`src/rtl/pc_pkg.sv`:
```
// Shared definitions for the program-counter sequencer: branch op codes,
// FSM state encoding, default widths and the redirect-op classifier.
package pc_pkg;

    localparam int ADDR_W_DEF = 16;
    localparam int OFF_W_DEF  = 12;

    // Op of the resolving instruction, identical to the tester_flags encoding.
    typedef enum logic [2:0] {
        OP_JF   = 3'b000,
        OP_JT   = 3'b001,
        OP_J    = 3'b010,
        OP_JAL  = 3'b011,
        OP_JR   = 3'b100,
        OP_NONE = 3'b111
    } op_tf_e;

    // Sequencer FSM states.
    typedef enum logic [1:0] {
        ST_BOOT     = 2'b00,
        ST_FETCH    = 2'b01,
        ST_REDIRECT = 2'b10
    } pc_state_t;

    // True for the ops that are allowed to redirect the PC; 101/110/111 never do.
    function automatic logic is_redirect_op(input logic [2:0] op);
        logic ok;
        case (op)
            OP_JF, OP_JT, OP_J, OP_JAL, OP_JR: ok = 1'b1;
            default:                           ok = 1'b0;
        endcase
        return ok;
    endfunction

endpackage

```
`src/rtl/pc_target_mux.sv`:
```
// Combinational branch/jump target select. Relative ops add the sign-extended
// offset to the branch PC; absolute ops pass their target through. All
// arithmetic wraps modulo 2^ADDR_W.
module pc_target_mux
    import pc_pkg::*;
#(
    parameter int ADDR_W = ADDR_W_DEF,
    parameter int OFF_W  = OFF_W_DEF
) (
    input  logic [2:0]        op_i,
    input  logic [ADDR_W-1:0] br_pc_i,
    input  logic [OFF_W-1:0]  offset_i,
    input  logic [ADDR_W-1:0] target_i,
    input  logic [ADDR_W-1:0] reg_target_i,
    output logic [ADDR_W-1:0] target_o,
    output logic              op_ok_o
);

    logic [ADDR_W-1:0] offset_ext_s;

    // Sign-extend the offset and pick the target for the resolving op.
    always_comb begin
        offset_ext_s = {{(ADDR_W-OFF_W){offset_i[OFF_W-1]}}, offset_i};
        op_ok_o      = is_redirect_op(op_i);
        target_o     = {ADDR_W{1'b0}};
        case (op_i)
            OP_JF, OP_JT: target_o = br_pc_i + offset_ext_s;
            OP_J, OP_JAL: target_o = target_i;
            OP_JR:        target_o = reg_target_i;
            default:      target_o = {ADDR_W{1'b0}};
        endcase
    end

endmodule

```
`src/rtl/pc_sequencer.sv`:
```
// Fetch program-counter sequencer. Advances the PC under the instruction
// memory handshake, redirects on a taken branch/jump with a one-cycle flush
// bubble, and issues the jal link write-back. All outputs are registered.
module pc_sequencer
    import pc_pkg::*;
#(
    parameter int                ADDR_W   = ADDR_W_DEF,
    parameter int                OFF_W    = OFF_W_DEF,
    parameter logic [ADDR_W-1:0] RESET_PC = {ADDR_W{1'b0}}
) (
    input  logic              CLK,
    input  logic              RESET,
    input  logic              tf_out,
    input  logic [2:0]        OP_TF,
    input  logic              br_valid,
    input  logic [ADDR_W-1:0] br_pc,
    input  logic [OFF_W-1:0]  offset,
    input  logic [ADDR_W-1:0] target,
    input  logic [ADDR_W-1:0] reg_target,
    input  logic              stall,
    input  logic              imem_ready,
    output logic [ADDR_W-1:0] pc,
    output logic              pc_valid,
    output logic              flush,
    output logic              link_we,
    output logic [ADDR_W-1:0] link_data
);

    localparam logic [ADDR_W-1:0] ADDR_ONE = {{(ADDR_W-1){1'b0}}, 1'b1};

    pc_state_t         state_q;
    logic [ADDR_W-1:0] pc_q;
    logic              pc_valid_q;
    logic              flush_q;
    logic              link_we_q;
    logic [ADDR_W-1:0] link_data_q;

    logic [ADDR_W-1:0] redirect_pc_d;
    logic [ADDR_W-1:0] seq_pc_d;
    logic [ADDR_W-1:0] link_data_d;
    logic              op_ok_s;
    logic              redirect_s;
    logic              advance_s;

    pc_target_mux #(
        .ADDR_W (ADDR_W),
        .OFF_W  (OFF_W)
    ) u_target_mux (
        .op_i         (OP_TF),
        .br_pc_i      (br_pc),
        .offset_i     (offset),
        .target_i     (target),
        .reg_target_i (reg_target),
        .target_o     (redirect_pc_d),
        .op_ok_o      (op_ok_s)
    );

    // Decision terms; only consumed in FETCH, so a br_valid during REDIRECT is ignored.
    always_comb begin
        redirect_s  = br_valid && !tf_out && op_ok_s;
        advance_s   = imem_ready && !stall;
        seq_pc_d    = pc_q + ADDR_ONE;
        link_data_d = br_pc + ADDR_ONE;
    end

    // Sequencer FSM with registered PC and strobes; reset > redirect > stall > advance.
    always_ff @(posedge CLK) begin
        if (!RESET) begin
            state_q     <= ST_BOOT;
            pc_q        <= RESET_PC;
            pc_valid_q  <= 1'b0;
            flush_q     <= 1'b0;
            link_we_q   <= 1'b0;
            link_data_q <= {ADDR_W{1'b0}};
        end else begin
            case (state_q)
                ST_BOOT: begin
                    state_q    <= ST_FETCH;
                    pc_valid_q <= 1'b1;
                    flush_q    <= 1'b0;
                    link_we_q  <= 1'b0;
                end
                ST_FETCH: begin
                    if (redirect_s) begin
                        state_q    <= ST_REDIRECT;
                        pc_q       <= redirect_pc_d;
                        pc_valid_q <= 1'b0;
                        flush_q    <= 1'b1;
                        if (OP_TF == OP_JAL) begin
                            link_we_q   <= 1'b1;
                            link_data_q <= link_data_d;
                        end else begin
                            link_we_q   <= 1'b0;
                        end
                    end else begin
                        state_q    <= ST_FETCH;
                        pc_valid_q <= 1'b1;
                        flush_q    <= 1'b0;
                        link_we_q  <= 1'b0;
                        if (advance_s) begin
                            pc_q <= seq_pc_d;
                        end else begin
                            pc_q <= pc_q;
                        end
                    end
                end
                ST_REDIRECT: begin
                    state_q    <= ST_FETCH;
                    pc_valid_q <= 1'b1;
                    flush_q    <= 1'b0;
                    link_we_q  <= 1'b0;
                end
                default: begin
                    state_q    <= ST_BOOT;
                    pc_q       <= RESET_PC;
                    pc_valid_q <= 1'b0;
                    flush_q    <= 1'b0;
                    link_we_q  <= 1'b0;
                end
            endcase
        end
    end

    assign pc        = pc_q;
    assign pc_valid  = pc_valid_q;
    assign flush     = flush_q;
    assign link_we   = link_we_q;
    assign link_data = link_data_q;

endmodule

```
`config.mk`:
```
export PLATFORM = sky130hd
export DESIGN_NAME = pc_sequencer
export DESIGN_NICKNAME = d
export VERILOG_FILES = /design/src/rtl/pc_pkg.sv /design/src/rtl/pc_target_mux.sv /design/src/rtl/pc_sequencer.sv
export SDC_FILE = /design/constraint.sdc
export NUM_CORES = 1
export LEC_CHECK = 0
export ABC_AREA = 1
export BUFFER_PORTS_ARGS = -buffer_cell sky130_fd_sc_hd__buf_4
export CORE_UTILIZATION = 50
export CTS_CLUSTER_DIAMETER = 200
export DETAILED_ROUTE_END_ITERATION = 10
export PLACE_DENSITY = 0.83
export SLEW_MARGIN = 20
export SYNTH_ARGS = -nofsm -noshare
export SYNTH_HDL_FRONTEND = slang
export SYNTH_SLANG_ARGS = --single-unit
```
`constraint.sdc`:
```
create_clock -name CLK -period 1.95 [get_ports CLK]
set_input_delay 0.195 -clock CLK [delete_from_list [all_inputs] [get_ports CLK]]
set_output_delay 0.195 -clock CLK [all_outputs]
set_load 0.01 [all_outputs]
```
==> metrics.cfg, run 1 <==
[yosys]
synthCells = 500
synth_top_cell_by_area = dfxtp_1
synth_edf_count = 0
syn_nets = 587
ys_ff_latch = 36
ys_seq_area_frac = 0.225
yosysWarnings = 0
yosys-top-cells-area = dfxtp_1 22%, nand2_1 15%, a21oi_1 7.5%
synthFlopType = dfxtp_1
synth.top_cell.area_share = 0.225
syn_avg_cell_area_sq_um = 6.42
syn_area_sq_mm = 0.00321
synthTopCellsByCount = 132 x nand2_1, 63 x inv_1, 48 x a21oi_1
synth.most_common_cell = nand2_1
yosysUniqueCellTypes = 39
ys_async_sr_fraction = 0

[drt]
avgRoutedWirePerCell_microns = 13.4
routed_via_density = 5.31
finalWirelength_microns = 9080
drc = 0
first_pass_iters = 5
drt_iter0_markers = 229
ant_nets = 0
via_count = 3598

[critical_path]
critical_path_class = register to register
rr_endpoint = pc[14]
critPathLaunchType = register
critPathSlowestCell = dfxtp_1
rr_startpoint = pc[1]
cpPeakStageDelay_ps = 410
cp_common_cell = a21oi_1
required_ps = 2170
cp_max_fo = 5
critical_path.cell_chain = ha_1 -> nand3_1 -> nor2_1 -> nand4_1 -> xor2_1 -> a21oi_1 -> nand2_1 -> a21oi_1
arrival_ps = 1930
worstSetupEndpointType = register
ff2ff_setup_slack_ps = 240
r2r_cells = 8

[power]
intPower_w = 0.00125
p_per_area_mw_per_mm2 = 454
p_leak_nw = 2.01
seqPwrFrac = 0.410
switching_share = 0.330
peakVddDrop_v = 0.000263
netSwitchingPower_w = 0.000616
p_comb_frac = 0.316
power_frac_clock = 0.274

[place]
hpwl_microns = 7230
place_area_sq_mm = 0.00403
port_buffers = 103
gp_congestion = 0.934

[sta]
setup_viol = 0
worst_pin_slew_ps = 566
layout_min_cycle_time_ps = 1710
fmax_mhz = 586
fin_skew_ps = 9.46
rsz0062_at_grt = false
finalHoldViolations = 0
fin_crit_sh = 0.876
drv_slew = 0
max_slew_margin = 0.622
tns_ps = 0

[cts]
post_cts_buffers = 0
path_clk_slew_ps = 80
holdBufCountCts = 0
post_cts_resized = 0
clock_latency_ps = 290
htree_num_levels = 2
clockBufferDepth = 2
cts_made_buffers = 5
cts_root_buffer = clkbuf_8
cts_tree = done
clkSinkCount = 36

[hold_path]
worstHoldPathType = primary input to register
min_from = br_pc[0]
whs_path_depth = 2
whs_endpoint = link_data[0]

[global_routing]
grt_pass1_vias = 3199
grtUsageTotal = 0.275
antenna_found_initial = 0
grt_remaining_overflow = 0
grt_pass1_wl_microns = 14300
grt_max_degree = 27

[die]
core_area_sq_mm = 0.00606
rows = 28
fp.dieW_microns = 82.1
die_h_microns = 82.1
start_util = 0.529
ioPinCount = 104
die_area_sq_mm = 0.00674

[final_layout]
multi_input_area_sq_mm = 0.00217
layout-drive-gt1-share = 0.233
seq_area_sq_um = 721
area_growth_pct = 28.1
stdcell_area_sq_mm = 0.00411
antenna_cells = 0
fill_cells = 558
nNetsFinal = 689

[run]
max_cap_viol_count = 0

[outcome]
outcome = completed

kinds of logic (layout without fill, tap and decap cells):
group	count (synthesis)	in the layout	synth area share
and+or+nand+nor	247	247	0.358
buffers and inverters	76	178	0.0987
DFF	36	36	0.225
adders and majority gates	18	18	0.0725
AOI/OAI and AO/OA	98	98	0.178
xor gates and xnor gates	25	25	0.0683
state kept, by name (all words and copies together) (netlist names):
register   flops
flush          1
state_q        2
link_data     16
link_we        1
pc            16
power groups by stage:
stage / Clock [W] / Sequential (W) / Combinational [W]
2_1_floorplan: 0 / 0.000786 / 0.000348
3_3_place_gp: 0 / 0.000781 / 0.000571
3_5_place_dp: 0 / 0.000782 / 0.000584
4_1_cts: 0.000519 / 0.000764 / 0.000588
5_1_grt: 0.000555 / 0.000767 / 0.000657
6_report: 0.000512 / 0.000765 / 0.000590
final cells by class:
cell class,count,share of cell area
multi-input cells,388,0.528
repair buffers,107,0.195
flip-flops and latches,36,0.175
inverters,64,0.0591
well taps,75,0.0228
clock buffers,6,0.0177
clock inverters,1,0.00122
worst max path at each step:
| stage | from | endpoint | slack, ps |
|---|---|---|---|
| 6_report | pc[1] | pc[14] | 240 |
| 5_1_grt | br_pc[0] | pc[8] | 70 |
| 4_1_cts | pc[1] | pc[14] | 260 |
| 3_5_place_dp | br_pc[0] | pc[10] | 10 |
| 3_3_place_gp | br_pc[0] | pc[14] | 90 |
| 2_1_floorplan | offset[0] | pc[8] | 320 |
layer usage:
metal  share of wire  routed length, microns  track usage
met3           0.060                     543       0.0341
met1            0.44                    3990        0.352
met4           0.019                     174       0.0965
met5               0                       0            0
met2            0.48                    4370        0.474
worst max-delay path, delay by kind of cell, from the launching register on:
family          cells  cell delay, ps
simple gates        4             610
compound gates      2             230
flops               1             410
xor+xnor            1             170
fa+ha+maj           1             220
metrics by stage:
stage	utilization	total power (W)	hold slack [ps]	instances	worst slack, ps
finish	0.678	0.00187	123	677	243
global route	0.678	0.00198	121	677	70.8
CTS	0.678	0.00187	119	677	264
detailed placement	0.665	0.00137	426	670	12.2
global placement	0.665	0.00135	413	670	89.9
floorplan	-	0.00113	284	500	320
cells in the final DEF, fill, tap and decap left out, types with 7 or more instances in the layout:
master      n
nand4_1     7
nand2_1   132
ha_1       17
o21ai_0    15
buf_4     107
a221oi_1   10
nand3_1    34
nor2_1     40
a21oi_1    48
xor2_1     19
inv_1      63
o21ai_1    11
dfxtp_1    36
No activity file was read; power rests on OpenSTA's default activity.
==> run 2, diff against run 1 <==
Settings changed: CTS_CLUSTER_SIZE from default to 14.
Clock period 1.95 ns to 2.2 ns, I/O delays scaled along.
==> run 2 against run 1 <==
  * Cell area increased by 1.0%
  * Total power down 0.66%
  * Final cell count stayed put
  * Worst setup slack gained 200 ps
  * Non-clock buffer count down 1
  * Maximum frequency down 2.7%
  * Critical endpoint unchanged
  * Via count grew 1.9%
  * Global-route usage fell by 0.15 points
  * Critical path depth did not move
==> metrics.cfg, run 2 (synthesis results as in run 1) <==
[drt]
avgRoutedWirePerCell_microns = 13.6
first_pass_iters = 5
via_count = 3668
drt_iter0_markers = 213
drc = 0
routed_via_density = 5.42
ant_nets = 0
finalWirelength_microns = 9230

[cts]
clock_latency_ps = 290
post_cts_buffers = 0
cts_tree = done
path_clk_slew_ps = 80
holdBufCountCts = 0
cts_root_buffer = clkbuf_8
htree_num_levels = 2
clkSinkCount = 36
cts_made_buffers = 5
post_cts_resized = 0
clockBufferDepth = 2

[critical_path]
critical_path_class = register to register
r2r_cells = 8
arrival_ps = 1970
ff2ff_setup_slack_ps = 450
cp_max_fo = 5
rr_startpoint = pc[0]
rr_endpoint = pc[14]
worstSetupEndpointType = register
critPathLaunchType = register
required_ps = 2420

[power]
peakVddDrop_v = 0.000264
p_per_area_mw_per_mm2 = 447
p_leak_nw = 2.03
total_power_w = 0.00185

[die]
core_area_sq_mm = 0.00606
fp.dieW_microns = 82.1
rows = 28
ioPinCount = 104
die_h_microns = 82.1
die_area_sq_mm = 0.00674
start_util = 0.529

[sta]
tns_ps = 0
worst_pin_slew_ps = 549
rsz0062_at_grt = false
finalHoldViolations = 0
max_slew_margin = 0.634
fin_crit_sh = 0.798
fin_skew_ps = 5.97
fmax_mhz = 570
worst_slack_ps = 445
layout_min_cycle_time_ps = 1750
drv_slew = 0
setup_viol = 0

[place]
port_buffers = 103
gp_congestion = 0.939
hpwl_microns = 7180
dp_slack_ps = 241

[global_routing]
antenna_found_initial = 0
grt_pass1_wl_microns = 14200
grt_pass1_vias = 3223
grtUsageTotal = 0.274
grt_remaining_overflow = 0
grt_max_degree = 27

[final_layout]
nNetsFinal = 688
antenna_cells = 0
final_common_cell = nand2_1
mostFrequentLayoutCells = 132 x nand2_1, 106 x buf_4, 63 x inv_1
layout-drive-gt1-share = 0.234
utilization = 0.685
area_growth_pct = 29.4

[hold_path]
whs_path_depth = 2
min_from = br_pc[0]
worstHoldPathType = primary input to register
whs_endpoint = link_data[0]

[run]
max_cap_viol_count = 0

[outcome]
outcome = completed

==> run 2: changes by cell type in the layout (fill, tap and decap cells not counted) <==
cell,delta
clkbuf_8,+2
buf_4,-1
bufinv_16,+1
clkbuf_1,-1
clkinv_2,-1
==> run 2: final cells by class <==
cell class / instances / area [sq um]
multi-input combinational: 388 / 2170
timing repair buffer: 106 / 796
inverter: 64 / 243
clock inverter: 1 / 30.0
tap: 75 / 93.8
sequential: 36 / 721
clock buffer: 7 / 96.3
fill: 533 / 1910
==> run 2: critical path, cell delays in order, from the launching register on <==
cell	delay [ps]
dfxtp_1	430
ha_1	230
nand3_1	140
nor2_1	220
nand4_1	170
xor2_1	180
a21oi_1	130
nand2_1	60
a21oi_1	110
==> run 2: per-layer routing <==
metal | global-route usage | wire length (microns)
met4 | 0.133 | 287
met2 | 0.452 | 4350
met5 | 0 | 0
met1 | 0.350 | 3980
met3 | 0.0352 | 610
==> run 2: how the worst max path moves through the flow <==
stage / from / endpoint / slack, ps / cells past startpoint
after floorplan: offset[0] / pc[8] / 540 / 13
after detailed placement: br_pc[0] / pc[8] / 240 / 13
after global placement: br_pc[0] / pc[14] / 320 / 13
final: pc[0] / pc[14] / 450 / 8
after CTS: pc[0] / pc[14] / 450 / 8
after global routing: pc[0] / pc[14] / 220 / 8
==> run 2: through the flow <==
| stage | hold WS, ps | instance area [sq um] | cells |
|---|---|---|---|
| final | 143 | 4150 | 677 |
| after global routing | 160 | 4150 | 677 |
| after CTS | 140 | 4150 | 677 |
| after detailed placement | 450 | 4020 | 669 |
| after global placement | 438 | 4020 | 669 |
| after floorplan | 309 | 3210 | 500 |
==> run 2: where the power goes <==
part           internal [W]  leakage, nW  total, W  switching [W]
registers          0.000664        0.291  0.000679      0.0000158
clock network      0.000400       0.0645  0.000653       0.000252
logic              0.000228         1.67  0.000523       0.000295
total               0.00129         2.03   0.00185       0.000563
==> run 3, diff against run 2 <==
Settings changed: ABC_AREA 1 to 0, PLACE_DENSITY 0.83 to 0.84.
Clock period 2.2 ns to 1.75 ns, I/O delays scaled along.
==> run 3 against run 2 <==
  * The flow now finishes with violations (negative setup slack)
  * Non-clock buffer count rose by 77
  * Hold slack better by 43 ps
  * Register-to-register slack worse by 430 ps
  * Cell area increased by 14%
  * Die area is 6.2% lower
  * Largest cell class unchanged
==> metrics.cfg, run 3 <==
[outcome]
outcome = finished with violations
violations = negative setup slack

[yosys]
synthFlopType = dfxtp_1
synthTopCellsByCount = 43 x nor2_1, 36 x dfxtp_1, 32 x a21oi_1
ys_ff_latch = 36
synth_top_cell_by_area = dfxtp_1
ys_seq_area_frac = 0.240
yosys-top-cells-area = dfxtp_1 24%, ha_1 7.1%, xor2_1 5.5%
synth.most_common_cell = nor2_1
syn_area_sq_mm = 0.00301
synth.top_cell.area_share = 0.240
yosysWarnings = 0
syn_nets = 484
synth_edf_count = 0
synthCells = 397
yosysUniqueCellTypes = 54
ys_async_sr_fraction = 0
syn_avg_cell_area_sq_um = 7.57

[critical_path]
required_ps = 1940
critical_path_buf_inv_count = 2
arrival_ps = 2070
worstSetupEndpointType = register
critical_path_class = primary input to register
critical_path.cell_chain = buf_8 -> ha_4 -> inv_2 -> fa_2 -> nand2b_4 -> a21o_4 -> a2111oi_4 -> o21ai_1 -> nand3b_1 -> a21oi_1 -> a221o_1
cp_max_fo = 4
critPathSlowestCell = fa_2
crit_family = compound AO/OA/AOI/OAI gates
cpPeakStageDelay_ps = 350
critPathLaunchType = primary input

[die]
core_area_sq_mm = 0.00564
fp.dieW_microns = 79.5
ioPinCount = 104
start_util = 0.533
rows = 27
die_area_sq_mm = 0.00633
die_h_microns = 79.5

[cts]
clkSinkCount = 36
htree_num_levels = 2
cts_tree = done
clockBufferDepth = 2
holdBufCountCts = 0
path_clk_slew_ps = 80
clock_latency_ps = 300
cts_made_buffers = 5
cts_root_buffer = clkbuf_8

[sta]
layout_min_cycle_time_ps = 1880
rsz0062_at_grt = true
worst_slack_ps = -132
max_slew_margin = 0.713
drv_slew = 0
fin_crit_sh = 1.08
finalHoldViolations = 0
worst_pin_slew_ps = 431
fmax_mhz = 531
setup_viol = 6
fin_skew_ps = 2.14

[power]
p_per_area_mw_per_mm2 = 510
p_leak_nw = 2.03
peakVddDrop_v = 0.000397
total_power_w = 0.00241

[drt]
avgRoutedWirePerCell_microns = 17.3
via_count = 3968
ant_nets = 0
first_pass_iters = 5
drt_iter0_markers = 401
finalWirelength_microns = 11100
routed_via_density = 6.17
drc = 0

[final_layout]
utilization = 0.838
antenna_cells = 0
final_common_cell = buf_4
nNetsFinal = 657
area_growth_pct = 57.3
mostFrequentLayoutCells = 177 x buf_4, 41 x nor2_1, 34 x dfxtp_1
layout-drive-gt1-share = 0.406

[global_routing]
grt_max_degree = 32
grtUsageMet2 = 0.577
antenna_found_initial = 0
grtUsageTotal = 0.333
grt_use_met3 = 0.0549
grt-busiest-layer = met2
grt_pass1_vias = 3614
grt_pass1_wl_microns = 16500
grt_util_met1 = 0.414
grt_remaining_overflow = 0

[run]
max_cap_viol_count = 0

[place]
hpwl_microns = 8190
port_buffers = 103
gp_congestion = 0.947

[hold_path]
worstHoldPathType = primary input to register

run 3: cell count changes after synthesis, moves of 6 or more:
| cell | before | now |
|---|---|---|
| o21ai_0 | 15 | 29 |
| inv_1 | 63 | 10 |
| nand3_1 | 34 | 19 |
| a21oi_2 | 6 | 0 |
| and3_1 | 1 | 8 |
| a211oi_1 | 1 | 13 |
| a21oi_1 | 48 | 32 |
| nand2_1 | 132 | 30 |
run 3: logic make-up after synthesis:
| kind of cell | synth area share |
|---|---|
| AO/OA/AOI/OAI | 0.312 |
| flip-flops | 0.240 |
| multiplexers | 0.0133 |
| XOR/XNOR | 0.0699 |
| AND/OR/NAND/NOR | 0.250 |
| adder cells (fa/ha/maj) | 0.0774 |
| buffers and inverters | 0.0375 |
run 3: worst reg2reg max path, stage by stage (launching register included):
cell,delay (ps)
dfxtp_1,400
and4_4,270
nand4_1,210
nor3_1,270
xnor2_1,170
a21oi_1,90
a22o_1,210
run 3: what timing repair did:
action                                  4_1_cts  5_1_grt
resized for setup                            12       22
pin swaps                                     5       18
setup buffers                                 1        5
endpoints found under the setup margin        8       10
run 3: final timing paths:
check | start | slack [ps] | cells after the start | endpoint
setup / recovery | br_pc[0] | -130 | 11 | pc[12]
hold / removal | br_pc[15] | 190 | 3 | link_data[15]
setup reg to reg | pc[3] | 20 | 6 | pc[13]
hold reg to reg | link_data[2] | 510 | 2 | link_data[2]
run 3: where the power goes:
| part | leakage [nW] | switching, W | total (W) | internal (W) |
|---|---|---|---|---|
| Sequential | 0.292 | 0.0000116 | 0.000844 | 0.000832 |
| Combinational | 1.69 | 0.000458 | 0.000919 | 0.000460 |
| Clock | 0.0510 | 0.000334 | 0.000649 | 0.000315 |
run 3: final cells by class:
class	count	area, sq um
Clock inverter	2	10.0
Fill cell	356	913
Sequential cell	36	723
Clock buffer	6	82.6
Inverter	10	37.5
Timing Repair Buffer	183	1410
Tap cell	72	90.1
Multi-Input combinational cell	334	2370
run 3: layer usage:
layer  wire length [microns]  vias up
li1                        -     1832
met1                    4310     1840
met2                    5610      263
met3                     948       33
met4                     254        0
met5                       0        -
run 3: per-stage QoR:
stage | worst slack (ps) | hold WS [ps] | std cells | area [sq um] | setup TNS, ps
after floorplan | -257 | 271 | 397 | 3090 | -995
after global placement | -414 | 480 | 630 | 4460 | -3070
after detailed placement | -453 | 494 | 630 | 4460 | -3580
after CTS | -116 | 185 | 639 | 4600 | -178
after global routing | -220 | 191 | 643 | 4730 | -849
final | -132 | 186 | 643 | 4730 | -338
